--- config.mk ---
export PLATFORM = sky130hd
export DESIGN_NAME = pipe_stage_chain_flat
export DESIGN_NICKNAME = d
export VERILOG_FILES = /design/src/rtl/proc_pkg.sv /design/src/rtl/pipe_stage_chain_if.sv /design/src/rtl/pipe_stage.sv /design/src/rtl/pipe_stage_chain.sv /design/src/flat_wrapper.sv
export SDC_FILE = /design/constraint.sdc
export NUM_CORES = 1
export LEC_CHECK = 0
export ABC_AREA = 1
export BUFFER_PORTS_ARGS = -buffer_cell sky130_fd_sc_hd__buf_2
export CORE_AREA = 2 2 83 125
export DETAILED_ROUTE_END_ITERATION = 6
export DIE_AREA = 0 0 85 127
export GPL_TIMING_DRIVEN = 0
export PLACE_DENSITY = 0.5
export SKIP_CTS_REPAIR_TIMING = 1
export SLEW_MARGIN = 5
export SYNTH_ARGS = -nofsm -noshare
export SYNTH_HDL_FRONTEND = slang
export SYNTH_SLANG_ARGS = --single-unit
--- constraint.sdc ---
create_clock -name clk -period 1.5 [get_ports clk]
set_clock_uncertainty 0.05 [all_clocks]
set_input_delay 0.225 -clock clk [delete_from_list [all_inputs] [get_ports clk]]
set_output_delay 0.225 -clock clk [all_outputs]
set_load 0.02 [all_outputs]
--- src/rtl/proc_pkg.sv ---
// Processor-wide constants shared by datapath blocks; callers pick the
// reset-vector or NOP word as the flush value of their pipeline registers.
package proc_pkg;

   localparam int WORD_W = 32;

   localparam logic [WORD_W-1:0] RESET_VECTOR = 32'h0000_0000;
   localparam logic [WORD_W-1:0] NOP_INSN     = 32'h0000_0013;

endpackage

--- src/rtl/pipe_stage_chain_if.sv ---
// Handshake bundle between the hazard/stall logic, the producing stage and
// a pipe_stage_chain; the chain itself uses the slave view.
interface pipe_stage_chain_if #(
   parameter int WIDTH = 32,
   parameter int DEPTH = 2
);

   localparam int OCC_W = $clog2(DEPTH + 1);

   logic             stall;
   logic             flush;
   logic             in_valid;
   logic [WIDTH-1:0] d;
   logic             in_ready;
   logic             out_valid;
   logic [WIDTH-1:0] q;
   logic [OCC_W-1:0] occupancy;

   modport master (
      output stall, flush, in_valid, d,
      input  in_ready, out_valid, q, occupancy
   );

   modport slave (
      input  stall, flush, in_valid, d,
      output in_ready, out_valid, q, occupancy
   );

endinterface

--- src/rtl/pipe_stage.sv ---
// One valid+data register of the chain: clear wins over load, otherwise
// the stage holds.
module pipe_stage #(
   parameter int               WIDTH     = 32,
   parameter logic [WIDTH-1:0] INITVALUE = '0
) (
   input  logic             clk,
   input  logic             reset,
   input  logic             clear,
   input  logic             load,
   input  logic             vld_in,
   input  logic [WIDTH-1:0] dat_in,
   output logic             vld,
   output logic [WIDTH-1:0] dat
);

   always_ff @(posedge clk) begin
      if (reset || clear) begin
         vld <= 1'b0;
         dat <= INITVALUE;
      end else if (load) begin
         vld <= vld_in;
         dat <= dat_in;
      end
   end

endmodule

--- src/rtl/pipe_stage_chain.sv ---
// Bubble-collapsing pipeline register chain: words keep moving toward the
// output while it is stalled, so every empty slot can absorb a new word.
module pipe_stage_chain
   import proc_pkg::*;
#(
   parameter int               WIDTH     = WORD_W,
   parameter int               DEPTH     = 2,
   parameter logic [WIDTH-1:0] INITVALUE = WIDTH'(RESET_VECTOR)
) (
   input logic                clk,
   input logic                reset,
   pipe_stage_chain_if.slave  bus
);

   localparam int OCC_W = $clog2(DEPTH + 1);

   logic [DEPTH-1:0] vld;
   logic [DEPTH-1:0] adv;
   logic [DEPTH-1:0] free;
   logic [DEPTH-1:0] vld_in;
   logic [DEPTH-1:0] vld_next;
   logic [WIDTH-1:0] dat    [DEPTH];
   logic [WIDTH-1:0] dat_in [DEPTH];
   logic [OCC_W-1:0] occ_q;
   logic             run;

   function automatic logic [OCC_W-1:0] popcount(input logic [DEPTH-1:0] v);
      logic [OCC_W-1:0] n;
      n = '0;
      for (int i = 0; i < DEPTH; i++) n = n + OCC_W'(v[i]);
      return n;
   endfunction

   // A stage advances when any stage in front of it is empty or the output
   // itself is draining; accumulating that OR from the output backward keeps
   // the chain free of bit-to-bit self references.
   always_comb begin
      adv = '0;
      run = !bus.stall;
      for (int k = DEPTH - 1; k >= 0; k--) begin
         adv[k] = run;
         if (k > 0) run = run || !vld[k];
      end
      free = ~vld | adv;
   end

   always_comb begin
      vld_in    = vld << 1;
      vld_in[0] = bus.in_valid && free[0];
      dat_in[0] = bus.d;
      for (int k = 1; k < DEPTH; k++) dat_in[k] = dat[k-1];
      vld_next  = (free & vld_in) | (~free & vld);
   end

   for (genvar k = 0; k < DEPTH; k++) begin : g_stage
      pipe_stage #(
         .WIDTH     (WIDTH),
         .INITVALUE (INITVALUE)
      ) u_stage (
         .clk    (clk),
         .reset  (reset),
         .clear  (bus.flush),
         .load   (free[k]),
         .vld_in (vld_in[k]),
         .dat_in (dat_in[k]),
         .vld    (vld[k]),
         .dat    (dat[k])
      );
   end

   // Occupancy is registered alongside the valid bits rather than decoded
   // from them, so it carries no combinational path to the caller.
   always_ff @(posedge clk) begin
      if (reset || bus.flush) begin
         occ_q <= '0;
      end else begin
         occ_q <= popcount(vld_next);
      end
   end

   assign bus.in_ready  = free[0];
   assign bus.out_valid = vld[DEPTH-1];
   assign bus.q         = dat[DEPTH-1];
   assign bus.occupancy = occ_q;

endmodule
--- src/flat_wrapper.sv ---
// flat-port wrapper written by rule: the top's interface ports become plain ports
module pipe_stage_chain_flat import proc_pkg::*;
#(
   parameter int               WIDTH     = WORD_W,
   parameter int               DEPTH     = 2,
   parameter logic [WIDTH-1:0] INITVALUE = WIDTH'(RESET_VECTOR)
)
  (clk, reset, bus_stall, bus_flush, bus_in_valid, bus_d, bus_in_ready, bus_out_valid, bus_q, bus_occupancy);
  pipe_stage_chain_if #(.WIDTH(WIDTH), .DEPTH(DEPTH)) bus_i ();
  input logic clk;
  input logic reset;
  input wire logic [$bits(bus_i.stall)-1:0] bus_stall;
  input wire logic [$bits(bus_i.flush)-1:0] bus_flush;
  input wire logic [$bits(bus_i.in_valid)-1:0] bus_in_valid;
  input wire logic [$bits(bus_i.d)-1:0] bus_d;
  output wire logic [$bits(bus_i.in_ready)-1:0] bus_in_ready;
  output wire logic [$bits(bus_i.out_valid)-1:0] bus_out_valid;
  output wire logic [$bits(bus_i.q)-1:0] bus_q;
  output wire logic [$bits(bus_i.occupancy)-1:0] bus_occupancy;
  assign bus_i.stall = bus_stall;
  assign bus_i.flush = bus_flush;
  assign bus_i.in_valid = bus_in_valid;
  assign bus_i.d = bus_d;
  assign bus_in_ready = bus_i.in_ready;
  assign bus_out_valid = bus_i.out_valid;
  assign bus_q = bus_i.q;
  assign bus_occupancy = bus_i.occupancy;
  pipe_stage_chain #(.WIDTH(WIDTH), .DEPTH(DEPTH), .INITVALUE(INITVALUE)) u_core (.clk(clk), .reset(reset), .bus(bus_i));
endmodule
# After elaboration in Yosys (flattened, before gate mapping)
# Cells that the tools add are included.
dict set report op_classes {
  reduce_logical 5
  bitwise_logic 6
  addsub 1
}
# cell n
set op_table {}
lappend op_table {{$and 2x2->2} 2}
lappend op_table {{$not 2->2} 2}
lappend op_table {{$or 2x2->2} 2}
lappend op_table {{$add 1x1->2} 1}
lappend op_table {{$logic_not 1->1} 2}
lappend op_table {{$logic_or 1x1->1} 2}
lappend op_table {{$logic_and 1x1->1} 1}
dict set report totals {
  word_cells 17
  register_bits 68
  inputBits 37
  output_inout_bits 36
}

# Logic depth before layout (Yosys ltp)
# Gate-level depths: netlist of run 1.
dict set report logic_depth {
  word_depth 7
  depth_mapped 7
  depth_no_buf 6
}

# Cells and area by module
# A second synthesis of run 1 with hierarchy kept.
dict set report hier_totals {
  cells_unflattened 431
  hier_area_um2 2856.5
}
# mod instances cells_each area_each_um2 seq_area_each_um2
set by_module_without_submodules {}
lappend by_module_without_submodules {pipe_stage 2 209 1376.3 660.6}
lappend by_module_without_submodules {pipe_stage_chain 1 13 103.8 40.0}

# Least setup slack after synthesis of run 1
# Ideal clock, no wire load.
dict set report synth_timing {
  kind {reg-to-reg}
  start {register u_core.g_stage[1].u_stage.vld}
  end {register u_core.occ_q[0] (netlist: u_core.bus.occupancy[0])}
  synth_period_minus_slack_ns 1.414
  setup_slack_ns 0.086
  stages_incl_launch_ff 8
  setup_ns 0.113
  arrival_time_ns 1.252
  t_required_ns 1.337
  path_buffers 2
  cell_sequence {dfxtp_1 nand3_2 buf_6 buf_6 nand2_1 ha_1 inv_1 nor2_1}
}
dict set report synth_between {
  elab_chain_len 7
  word_cells_on_any_way 10
  classes_between {add/sub (1); bitwise (6); reduce/logical (3)}
}
# element line_no
set synth_lines {}
lappend synth_lines {{start: declaration} pipe_stage.sv:13} ;# output logic vld,
lappend synth_lines {{start signal: assignment} pipe_stage.sv:22} ;# vld <= vld_in;
lappend synth_lines {{$logic_not 1->1 (*)} pipe_stage_chain.sv:42} ;# if (k > 0) run = run || !vld[k];
lappend synth_lines {{$logic_or 1x1->1 (*)} pipe_stage_chain.sv:42}
lappend synth_lines {{$or 2x2->2 (*)} pipe_stage_chain.sv:44} ;# free = ~vld | adv;
lappend synth_lines {{via bus_in_ready} flat_wrapper.sv:16} ;# output wire logic [$bits(bus_i.in_ready)-1:0] bus_in_ready;
lappend synth_lines {{$logic_and 1x1->1 or $not 2->2 (tied branches)} {pipe_stage_chain.sv:49, pipe_stage_chain.sv:52}}
lappend synth_lines {{$and 2x2->2} pipe_stage_chain.sv:52} ;# vld_next = (free & vld_in) | (~free & vld);
lappend synth_lines {{$or 2x2->2 (*)} pipe_stage_chain.sv:52}
lappend synth_lines {{$add 1x1->2 (*)} pipe_stage_chain.sv:30} ;# for (int i = 0; i < DEPTH; i++) n = n + OCC_W'(v[i]);
lappend synth_lines {{end signal: assignment} pipe_stage_chain.sv:77} ;# occ_q <= popcount(vld_next);
lappend synth_lines {{end: declaration} pipe_stage_chain.sv:24} ;# logic [OCC_W-1:0] occ_q;
# The timed path passes the listed nets; every way through them passes the cells marked *.
# A chain may end at the register's enable or synchronous reset.

# Worst setup path after layout of run 1
dict set report layout_timing {
  start {register u_core.g_stage[0].u_stage.vld}
  end {output port bus_in_ready}
}
dict set report layout_between {
  elab_chain_len 2
}
# element line_no
set layout_lines {}
lappend layout_lines {{start: declaration} pipe_stage.sv:13}
lappend layout_lines {{start signal: assignment} pipe_stage.sv:22}
lappend layout_lines {{$not 2->2} pipe_stage_chain.sv:44}
lappend layout_lines {{$or 2x2->2} pipe_stage_chain.sv:44}
lappend layout_lines {{end: declaration} flat_wrapper.sv:16}
# Every way passes these cells.

==> flow_summary_export.csv, run 1 <==
group,metric,value,unit
job,drv_cap,0,
clock_tree,cts.root.buffer_cell,"sky130_fd_sc_hd__clkbuf_16",
layout,share_of_layout_cells_above_drive_strength_1,30.6,%
logic_synthesis,synth.avg_cell_area,7.24,µm²
timing,finalCritPeriodShare,96.2,%
setup_path,start_kind,"flip-flop",
global_route,grt.met1_usage,14.1,%
logic_synthesis,ys_top_cells_by_count,"130 x sky130_fd_sc_hd__nor2_1, 68 x sky130_fd_sc_hd__dfxtp_1, 65 x sky130_fd_sc_hd__nand2_1",
power_and_ir_drop,power.density_cell_area,1120,mW/mm²
setup_path,worstPathRequired,1.22,ns
clock_tree,ctsLongestPathBuffers,2,
detailed_routing,drcViolationCount,0,
global_route,grt_start_max_net_pins,11,
clock_tree,clkSinkCount,68,
power_and_ir_drop,irDropWorstVdd,556,µV
detailed_routing,wl_per_cell,10.4,µm
logic_synthesis,post_synth_and_or_nand_nor_area_fraction,26.8,%
logic_synthesis,synth_cells,392,
logic_synthesis,synth_sequential_area_ratio,48.0,%
detailed_routing,drt_iter0_markers,80,
logic_synthesis,xor_and_xnor_fraction_of_the_mapped_netlist_area,0,%
layout,fillerInstances,1031,
global_route,grt_antenna_before_repair,0,
global_route,busiest_metal_layer_after_global_routing,"met2",
global_route,overflow,0,
placement,detailed_place_hpwl,4510,µm
layout,instances_no_fill,596,
logic_synthesis,synth_enable_flop_cells,0,
logic_synthesis,synth-main-ff-cell,"sky130_fd_sc_hd__dfxtp_1",
logic_synthesis,synth.top_cell.area_share,48.0,%
layout,antenna_cells_inserted,0,
setup_path,arrival,1.17,ns
global_route,number_of_global_route_vias_before_repair,2107,
global_route,grt_util_met2,19.3,%
logic_synthesis,post_synthesis_compound_gate_area_fraction,6.13,%
placement,routabilityCongestion,0.717,
setup_path,cp_slowest_cell,"sky130_fd_sc_hd__dfxtp_2",
placement,dp_cell_count,579,
timing,setup_viol,0,
placement,numPortBuffers,72,
logic_synthesis,postSynth.asyncResetShare,0,%
detailed_routing,route.vias.total,2385,
clock_tree,tritoncts.num_buffers,9,
floorplanning,die_w,85,µm
layout,nets,515,
layout,seqCellArea,0.00136,mm²
logic_synthesis,synth.area.mux_share,0,%
floorplanning,start_util,29.4,%
logic_synthesis,synth_top_cell_by_area,"sky130_fd_sc_hd__dfxtp_1",
timing,slew_headroom,85.6,%
timing,slew_at_the_pin_closest_to_its_max_slew_limit,0.216,ns
logic_synthesis,synth_cell_type_count,16,
logic_synthesis,synth_adder_area_share,0.441,%
floorplanning,die_h,127,µm
global_route,grt_first_pass_wirelength,9890,µm
logic_synthesis,yosysMostFrequentCell,"sky130_fd_sc_hd__nor2_1",
clock_tree,clk_latency,0.32,ns
detailed_routing,routed_antenna_nets,0,
detailed_routing,detail_route.first_pass.iterations,5,
setup_path,max_stage_delay,0.35,ns
timing,slew_viol_final,0,
global_route,globalRouteMet3Util,3.75,%
power_and_ir_drop,p_leak,2.03,nW
setup_path,maximum_fanout_count_along_the_critical_path,10,
min_path,min-delay-path-class,"input port to flip-flop",
clock_tree,tritoncts,"yes",
timing,finalSetupTns,0,ns
logic_synthesis,synthesis.nets,430,
logic_synthesis,synth_seq_cells,68,
timing,fmax,693,MHz
setup_path,critPathCaptureType,"output pin",
status,status,"complete, no violations",
setup_path,critical_path.cell_chain,"nand3_4, buf_6, buf_6, buf_4",
floorplanning,core-area,0.00963,mm²
detailed_routing,via_per_inst,4.00,
clock_tree,cts-htree-levels,3,
timing,final_hold_viol_count,0,
logic_synthesis,synth_top_family_by_area,"simple AND/OR/NAND/NOR gates",
timing,unrepaired_setup_endpoints_after_global_routing,"no",
logic_synthesis,synthesis.area,0.00284,mm²
logic_synthesis,yosys_warnings,0,
global_route,grt_use_total,11.9,%
setup_path,criticalPathCategory,"flip-flop to output pin",
detailed_routing,route.final.wire_length,6190,µm
floorplanning,ioPinCount,73,
layout,multi_input_gate_area,955,µm²
logic_synthesis,synth.top_cells.by_area,"sky130_fd_sc_hd__dfxtp_1 48%, sky130_fd_sc_hd__nor2_1 17%, sky130_fd_sc_hd__buf_4 11%",
setup_path,crit_top_cell,"sky130_fd_sc_hd__buf_6",
floorplanning,std_cell_rows,44,
timing,final_period_minus_worst_setup_slack,1.44,ns
floorplanning,fp.dieArea,0.0108,mm²
clock_tree,worst_setup_hold_path_clk_slew,0.05,ns
timing,finalHoldWorstSlack,0.134,ns
layout,areaGrowthSynthToFinish,28.3,%
## routing by layer
layer | share of wire (%) | wire, µm
met2 | 48 | 2970
met3 | 5.4 | 336
met1 | 45 | 2760
met4 | 2.0 | 126
met5 | 0 | 0
## final timing paths
check                                         start  slack, ns  cells past startpoint                                end
setup / recovery      u_core.g_stage[0].u_stage.vld       0.06                      4                       bus_in_ready
hold / removal                         bus_in_valid       0.13                      3      u_core.g_stage[0].u_stage.vld
setup reg to reg      u_core.g_stage[1].u_stage.vld       0.07                      7            u_core.bus.occupancy[0]
hold reg to reg   u_core.g_stage[0].u_stage.dat[27]       0.43                      2  u_core.g_stage[1].u_stage.dat[27]
## layout make-up
type / count / share of cell area [%]
buffer: 52 / 10.6
clock buffer: 13 / 7.15
clock inverter: 2 / 0.275
inverter: 38 / 3.92
multi-input combinational: 234 / 26.2
sequential: 68 / 37.5
tap: 115 / 3.95
timing repair buffer: 74 / 10.4
## placed cells by master, fill, tap and decap left out
| master | count |
|---|---|
| sky130_fd_sc_hd__nor2_1 | 130 |
| sky130_fd_sc_hd__buf_2 | 79 |
| sky130_fd_sc_hd__dfxtp_1 | 66 |
| sky130_fd_sc_hd__nand2_1 | 65 |
| sky130_fd_sc_hd__buf_4 | 43 |
| sky130_fd_sc_hd__inv_1 | 37 |
| sky130_fd_sc_hd__o21ai_1 | 26 |
| sky130_fd_sc_hd__clkbuf_16 | 9 |
| sky130_fd_sc_hd__o21ai_0 | 7 |
| sky130_fd_sc_hd__buf_6 | 4 |
| sky130_fd_sc_hd__clkbuf_1 | 2 |
| sky130_fd_sc_hd__clkinv_2 | 2 |
| sky130_fd_sc_hd__clkbuf_8 | 2 |
| sky130_fd_sc_hd__dfxtp_2 | 2 |
| sky130_fd_sc_hd__nand2_2 | 1 |
| sky130_fd_sc_hd__inv_2 | 1 |
| sky130_fd_sc_hd__or2_2 | 1 |
| sky130_fd_sc_hd__nand3_4 | 1 |
| sky130_fd_sc_hd__nor2_2 | 1 |
| sky130_fd_sc_hd__a21oi_2 | 1 |
| sky130_fd_sc_hd__ha_1 | 1 |
## metrics by stage
stage	power [W]	instance area [µm²]	setup slack (ns)	utilization [%]
after floorplan	0.00212	2840	0.0857	-
after global placement	0.00222	3340	0.150	34.7
after detailed placement	0.00223	3340	0.141	34.7
after CTS	0.00414	3610	-0.0926	37.5
after global routing	0.00426	3640	0.000995	37.8
final	0.00408	3640	0.0563	37.8
## power breakdown
| part | switching (W) | total (W) | internal, W |
|---|---|---|---|
| clock | 0.000699 | 0.00189 | 0.00119 |
| sequential | 0.0000276 | 0.00189 | 0.00186 |
| combinational | 0.000156 | 0.000292 | 0.000136 |
| total | 0.000882 | 0.00408 | 0.00319 |
## sequential cells by signal, summed over array words and instances (netlist names)
signal / cells
u_core.bus.occupancy: 2
u_core.g_stage.u_stage.vld: 2
u_core.g_stage.u_stage.dat: 64
## critical path, delay by kind of cell, from the launching register on
| family | cells | cell delay, ns |
|---|---|---|
| buffers and inverters | 3 | 0.41 |
| flip-flops | 1 | 0.35 |
| AND/OR/NAND/NOR | 1 | 0.08 |
## logic make-up (layout without fill, tap and decap cells)
family	after synthesis	in the layout
flops	68	68
simple gates	199	199
compound gates	34	34
fa+ha+maj	1	1
buf+inv	90	179
(Power assumes the default switching activity.)
==> run 2: changes to the inputs <==
--- a/config.mk
+++ b/config.mk
@@ -7,11 +7,11 @@
 export LEC_CHECK = 0
 export ABC_AREA = 1
 export BUFFER_PORTS_ARGS = -buffer_cell sky130_fd_sc_hd__buf_2
-export CORE_AREA = 2 2 83 125
+export CORE_AREA = 2 2 77 116
 export DETAILED_ROUTE_END_ITERATION = 6
-export DIE_AREA = 0 0 85 127
+export DIE_AREA = 0 0 79 118
 export GPL_TIMING_DRIVEN = 0
-export PLACE_DENSITY = 0.5
+export PLACE_DENSITY = 0.56
 export SKIP_CTS_REPAIR_TIMING = 1
 export SLEW_MARGIN = 5
 export SYNTH_ARGS = -nofsm -noshare
==> run 2 against run 1 <==
  * Via count is 2.9% higher
  * Largest power group is now clock
  * Register-to-register slack improved by 0.07 ns
  * Sequential share of layout area fell by 0.18 points
  * Final cell count decreased by 1.0%
==> flow_summary_export.csv, run 2 (same netlist as run 1, synthesis figures left out) <==
group,metric,value,unit
status,status,"complete, no violations",
setup_path,r2r_setup_slack,0.14,ns
timing,final_period_minus_worst_setup_slack,1.43,ns
timing,finalSetupTns,0,ns
setup_path,worstPathRequired,1.22,ns
detailed_routing,route.vias.total,2455,
clock_tree,ctsLongestPathBuffers,2,
floorplanning,core-area,0.00831,mm²
timing,slew_headroom,84.7,%
floorplanning,start_util,34.1,%
layout,mostFrequentLayoutCells,"130 x sky130_fd_sc_hd__nor2_1, 79 x sky130_fd_sc_hd__buf_2, 66 x sky130_fd_sc_hd__dfxtp_1",
setup_path,crit_top_cell,"sky130_fd_sc_hd__buf_6",
setup_path,max_stage_delay,0.36,ns
setup_path,path_buf_inv,3,
detailed_routing,via_per_inst,4.16,
global_route,overflow,0,
layout,seqCellArea,0.00137,mm²
power_and_ir_drop,power.net_switching,0.000959,W
layout,multi_input_gate_area,955,µm²
layout,antenna_cells_inserted,0,
power_and_ir_drop,power.density_cell_area,1150,mW/mm²
clock_tree,tritoncts,"yes",
clock_tree,clkSinkCount,68,
floorplanning,fp.dieArea,0.00932,mm²
placement,detailed_place_hpwl,4400,µm
detailed_routing,detail_route.first_pass.iterations,4,
floorplanning,std_cell_rows,41,
setup_path,timing.critical_path.to,"bus_in_ready",
detailed_routing,routed_antenna_nets,0,
power_and_ir_drop,clockPowerShare,48.5,%
global_route,grt_start_max_net_pins,13,
clock_tree,tritoncts.num_buffers,9,
clock_tree,cts.root.buffer_cell,"sky130_fd_sc_hd__clkbuf_16",
setup_path,criticalPathCategory,"flip-flop to output pin",
global_route,grt_first_pass_wirelength,10600,µm
clock_tree,worst_setup_hold_path_clk_slew,0.05,ns
setup_path,r2r-end,"u_core.bus.occupancy[0]",
floorplanning,die_w,79,µm
power_and_ir_drop,p_leak,2.05,nW
detailed_routing,wl_per_cell,10.5,µm
timing,final_hold_viol_count,0,
min_path,min-delay-path-class,"input port to flip-flop",
global_route,number_of_global_route_vias_before_repair,2345,
global_route,grt_use_total,14.8,%
layout,nets,516,
layout,final_design_area_no_fill,0.00367,mm²
setup_path,critical_path_cell_count,4,
power_and_ir_drop,netSwitchingFraction,22.7,%
setup_path,maximum_fanout_count_along_the_critical_path,10,
layout,share_of_layout_cells_above_drive_strength_1,31.3,%
setup_path,critPathLaunch,"u_core.g_stage[0].u_stage.vld",
layout,largest_register_ffs,64,
setup_path,critical_path.cell_chain,"nand3_4, buf_8, buf_6, buf_6",
setup_path,arrival,1.16,ns
power_and_ir_drop,seqPwrFrac,44.6,%
timing,slew_at_the_pin_closest_to_its_max_slew_limit,0.230,ns
detailed_routing,drt_iter0_markers,105,
setup_path,start_kind,"flip-flop",
timing,finalHoldWorstSlack,0.134,ns
layout,registers.top_by_ff_count,"u_core.g_stage.u_stage.dat",
floorplanning,die_h,118,µm
setup_path,critPathCaptureType,"output pin",
detailed_routing,route.final.wire_length,6200,µm
timing,finalCritPeriodShare,95.4,%
detailed_routing,drcViolationCount,0,
layout,fillerInstances,914,
placement,numPortBuffers,72,
timing,slew_viol_final,0,
power_and_ir_drop,irDropWorstVdd,602,µV
setup_path,cp_slowest_cell,"sky130_fd_sc_hd__dfxtp_4",
power_and_ir_drop,cell_internal_pwr,0.00327,W
clock_tree,clk_latency,0.33,ns
placement,routabilityCongestion,0.763,
clock_tree,cts-htree-levels,3,
power_and_ir_drop,design_power_total,0.00423,W
timing,fmax,699,MHz
floorplanning,ioPinCount,73,
global_route,grt_antenna_before_repair,0,
power_and_ir_drop,comb_power_share,6.9,%
setup_path,reg2reg_depth,6,
layout,final_common_cell,"sky130_fd_sc_hd__nor2_1",
setup_path,critical-path-top-delay-family,"buffers and inverters",
timing,setup_viol,0,
job,drv_cap,0,
layout,areaGrowthSynthToFinish,29.4,%
setup_path,worst_r2r_startpoint,"u_core.g_stage[1].u_stage.vld",
timing,unrepaired_setup_endpoints_after_global_routing,"no",
placement,post_dp_cell_area,0.00333,mm²
-- run 2: changes by cell type in the layout (fill, tap and decap cells not counted), sizes merged --
cell	change
clkinv	+2
bufinv	+1
clkbuf	-4
inv	+1
clkinvlp	+1
buf	+1
-- run 2: worst reg2reg max path, delay by kind of cell, from the launching register on --
kind / cells / cell delay [ns]
fa+ha+maj: 1 / 0.28
buf+inv: 2 / 0.12
flops: 1 / 0.36
simple gates: 3 / 0.49
-- run 2: power by group through the flow --
stage                     clock network (W)  logic (W)  registers (W)
after global placement                    0   0.000292        0.00193
after detailed placement                  0   0.000295        0.00193
final                               0.00205   0.000292        0.00189
after global routing                0.00219   0.000336        0.00189
after CTS                           0.00210   0.000297        0.00189
after floorplan                           0   0.000192        0.00193
-- run 2: final cells by class --
cell class	instances	share of cell area, %
clock buffer	9	6.14
multi-input combinational	234	26.0
sequential	68	37.3
inverter	38	3.89
timing repair buffer	75	10.6
buffer	52	10.6
clock inverter	7	1.81
tap	107	3.65
-- run 2: worst min path at each step --
stage	from	end	slack [ns]	depth (start not counted)
after detailed placement	u_core.g_stage[0].u_stage.dat[13]	u_core.g_stage[1].u_stage.dat[13]	0.42	2
after global routing	bus_in_valid	u_core.g_stage[0].u_stage.vld	0.14	3
after CTS	bus_d[9]	u_core.g_stage[0].u_stage.dat[9]	0.12	5
final	bus_in_valid	u_core.g_stage[0].u_stage.vld	0.13	3
after global placement	u_core.g_stage[0].u_stage.dat[9]	u_core.g_stage[0].u_stage.dat[9]	0.41	2
after floorplan	bus_in_valid	u_core.g_stage[0].u_stage.vld	0.34	2
-- run 2: per-stage QoR --
step	cells	setup WS (ns)	util, %
3_3_place_gp	571	0.135	40.1
4_1_cts	587	-0.0920	43.6
2_1_floorplan	392	0.0857	-
3_5_place_dp	571	0.116	40.1
5_1_grt	590	0.0155	44.2
6_report	590	0.0685	44.2
-- run 2: routing by layer --
metal  wire length [µm]  up-vias  part of all wire (%)  global-route usage [%]
met5                  0        -                     0                       0
met4                136        0                   2.2                    7.33
met3                311       11                   5.0                    4.91
met2               3110       47                    50                    24.7
met1               2640     1092                    43                    16.6
li1                   -     1305                     -                       -
==> run 3: changes to the inputs <==
--- a/config.mk
+++ b/config.mk
@@ -8,9 +8,11 @@
 export ABC_AREA = 1
 export BUFFER_PORTS_ARGS = -buffer_cell sky130_fd_sc_hd__buf_2
 export CORE_AREA = 2 2 77 116
+export CTS_BUF_LIST = sky130_fd_sc_hd__clkbuf_8
 export DETAILED_ROUTE_END_ITERATION = 6
 export DIE_AREA = 0 0 79 118
 export GPL_TIMING_DRIVEN = 0
+export HOLD_SLACK_MARGIN = 0.1
 export PLACE_DENSITY = 0.56
 export SKIP_CTS_REPAIR_TIMING = 1
 export SLEW_MARGIN = 5
==> run 3 against run 2 <==
  * Clock-buffer cell count unchanged
  * Worst setup slack better by 0.051 ns
  * Design area down 3.1%
  * Via count down 1.1%
  * First-iteration DRC count down 13%
  * Total power down 14%
  * Global-route usage down 0.22 points
  * Core utilization down 1.4 points
  * Register-to-register slack worse by 0.02 ns
  * Non-clock buffer count down 1
  * Sequential share of layout area up 1.2 points
  * Worst hold slack worse by 0.015 ns
  * Highest routed layer unchanged
==> flow_summary_export.csv, run 3 (same netlist as run 1, synthesis figures left out) <==
group,metric,value,unit
layout,areaGrowthSynthToFinish,25.4,%
power_and_ir_drop,power.density_cell_area,1020,mW/mm²
layout,fillerInstances,929,
layout,largest_register_ffs,64,
floorplanning,core-area,0.00831,mm²
layout,final_design_area_no_fill,0.00356,mm²
placement,post_dp_cell_area,0.00333,mm²
layout,final_common_cell,"sky130_fd_sc_hd__nor2_1",
min_path,min-delay-path-class,"input port to flip-flop",
floorplanning,std_cell_rows,41,
floorplanning,start_util,34.1,%
setup_path,criticalPathCategory,"flip-flop to flip-flop",
layout,registers.top_by_ff_count,"u_core.g_stage.u_stage.dat",
setup_path,arrival,1.61,ns
clock_tree,clk_latency,0.35,ns
timing,setup_viol,0,
setup_path,maximum_fanout_count_along_the_critical_path,7,
layout,share_of_layout_cells_above_drive_strength_1,31.1,%
global_route,grt_antenna_before_repair,0,
layout,antenna_cells_inserted,0,
setup_path,start_kind,"flip-flop",
detailed_routing,via_per_inst,4.12,
clock_tree,cts.root.buffer_cell,"sky130_fd_sc_hd__clkbuf_8",
clock_tree,worst_setup_hold_path_clk_slew,0.07,ns
detailed_routing,wl_per_cell,10.5,µm
detailed_routing,route.final.wire_length,6170,µm
floorplanning,die_h,118,µm
detailed_routing,routed_antenna_nets,0,
placement,detailed_place_hpwl,4400,µm
clock_tree,clkSinkCount,68,
layout,mostFrequentLayoutCells,"130 x sky130_fd_sc_hd__nor2_1, 79 x sky130_fd_sc_hd__buf_2, 66 x sky130_fd_sc_hd__dfxtp_1",
placement,numPortBuffers,72,
job,drv_cap,0,
floorplanning,fp.dieArea,0.00932,mm²
detailed_routing,detail_route.first_pass.iterations,4,
placement,routabilityCongestion,0.763,
floorplanning,die_w,79,µm
layout,nets,515,
timing,unrepaired_setup_endpoints_after_global_routing,"no",
status,status,"complete, no violations",
global_route,globalRouteMet3Util,3.99,%
floorplanning,ioPinCount,73,
timing,final_hold_viol_count,0,
timing,slew_headroom,85.0,%
clock_tree,tritoncts,"yes",
global_route,grt_start_max_net_pins,13,
timing,slew_viol_final,0,
clock_tree,tritoncts.num_buffers,9,
detailed_routing,drcViolationCount,0,
power_and_ir_drop,p_leak,2.00,nW
layout,postLayoutCoreUtil,42.8,%
timing,fmax,725,MHz
power_and_ir_drop,irDropWorstVdd,509,µV
clock_tree,cts-htree-levels,3,
timing,finalCritPeriodShare,92.0,%
global_route,busiest_metal_layer_after_global_routing,"met2",
global_route,grt_first_pass_wirelength,10500,µm
timing,final_period_minus_worst_setup_slack,1.38,ns
setup_path,worstPathRequired,1.73,ns
global_route,overflow,0,
detailed_routing,route.vias.total,2428,
clock_tree,ctsLongestPathBuffers,2,
detailed_routing,drt_iter0_markers,91,
global_route,grt_use_total,14.6,%
global_route,grt_util_met2,24.7,%
power_and_ir_drop,design_power_total,0.00364,W
global_route,number_of_global_route_vias_before_repair,2329,
timing,slew_at_the_pin_closest_to_its_max_slew_limit,0.225,ns
setup_path,critPathCaptureType,"flip-flop",
placement,dp_cell_count,571,
layout,instances_no_fill,589,
global_route,grt.met1_usage,16.2,%
run 3: through the flow:
step | worst slack, ns | setup TNS [ns] | hold WS, ns
after floorplan | 0.0857 | 0 | 0.339
final | 0.120 | 0 | 0.119
after global routing | 0.0503 | 0 | 0.123
after CTS | -0.117 | -0.117 | 0.102
after detailed placement | 0.116 | 0 | 0.420
after global placement | 0.135 | 0 | 0.412
run 3: power breakdown:
part	internal, W	leakage [nW]	switching, W
registers	0.00186	0.556	0.0000273
logic	0.000136	1.34	0.000155
clock network	0.000761	0.0992	0.000702
run 3: path summary, 6_finish.rpt:
path	startpoint	endpoint	slack, ns	cells after the start
worst max register to register	u_core.g_stage[1].u_stage.vld	u_core.bus.occupancy[0]	0.12	6
worst min-delay path	bus_d[9]	u_core.g_stage[0].u_stage.dat[9]	0.12	5
worst min register to register	u_core.g_stage[0].u_stage.dat[16]	u_core.g_stage[0].u_stage.dat[16]	0.43	2
worst max-delay path	u_core.g_stage[1].u_stage.vld	u_core.bus.occupancy[0]	0.12	6
run 3: layer usage:
metal,up-vias,share of wire [%]
li1,1302,-
met1,1060,42
met2,55,50
met3,11,5.3
met4,0,2.8
met5,-,0
run 3: final cells by class:
cell class	instances	area [µm²]	share of cell area [%]
buffer	51	378	10.6
clock buffer	9	124	3.48
clock inverter	7	66.3	1.86
inverter	38	143	4.01
multi-input combinational	234	955	26.8
sequential	68	1370	38.5
tap	107	134	3.76
timing repair buffer	75	389	10.9
run 3: worst max-delay path: stages (launching register included):
cell	delay [ns]
sky130_fd_sc_hd__dfxtp_4	0.36
sky130_fd_sc_hd__nand2_2	0.11
sky130_fd_sc_hd__inv_2	0.08
sky130_fd_sc_hd__or2_2	0.28
sky130_fd_sc_hd__ha_1	0.28
sky130_fd_sc_hd__inv_1	0.04
sky130_fd_sc_hd__nor2_1	0.11
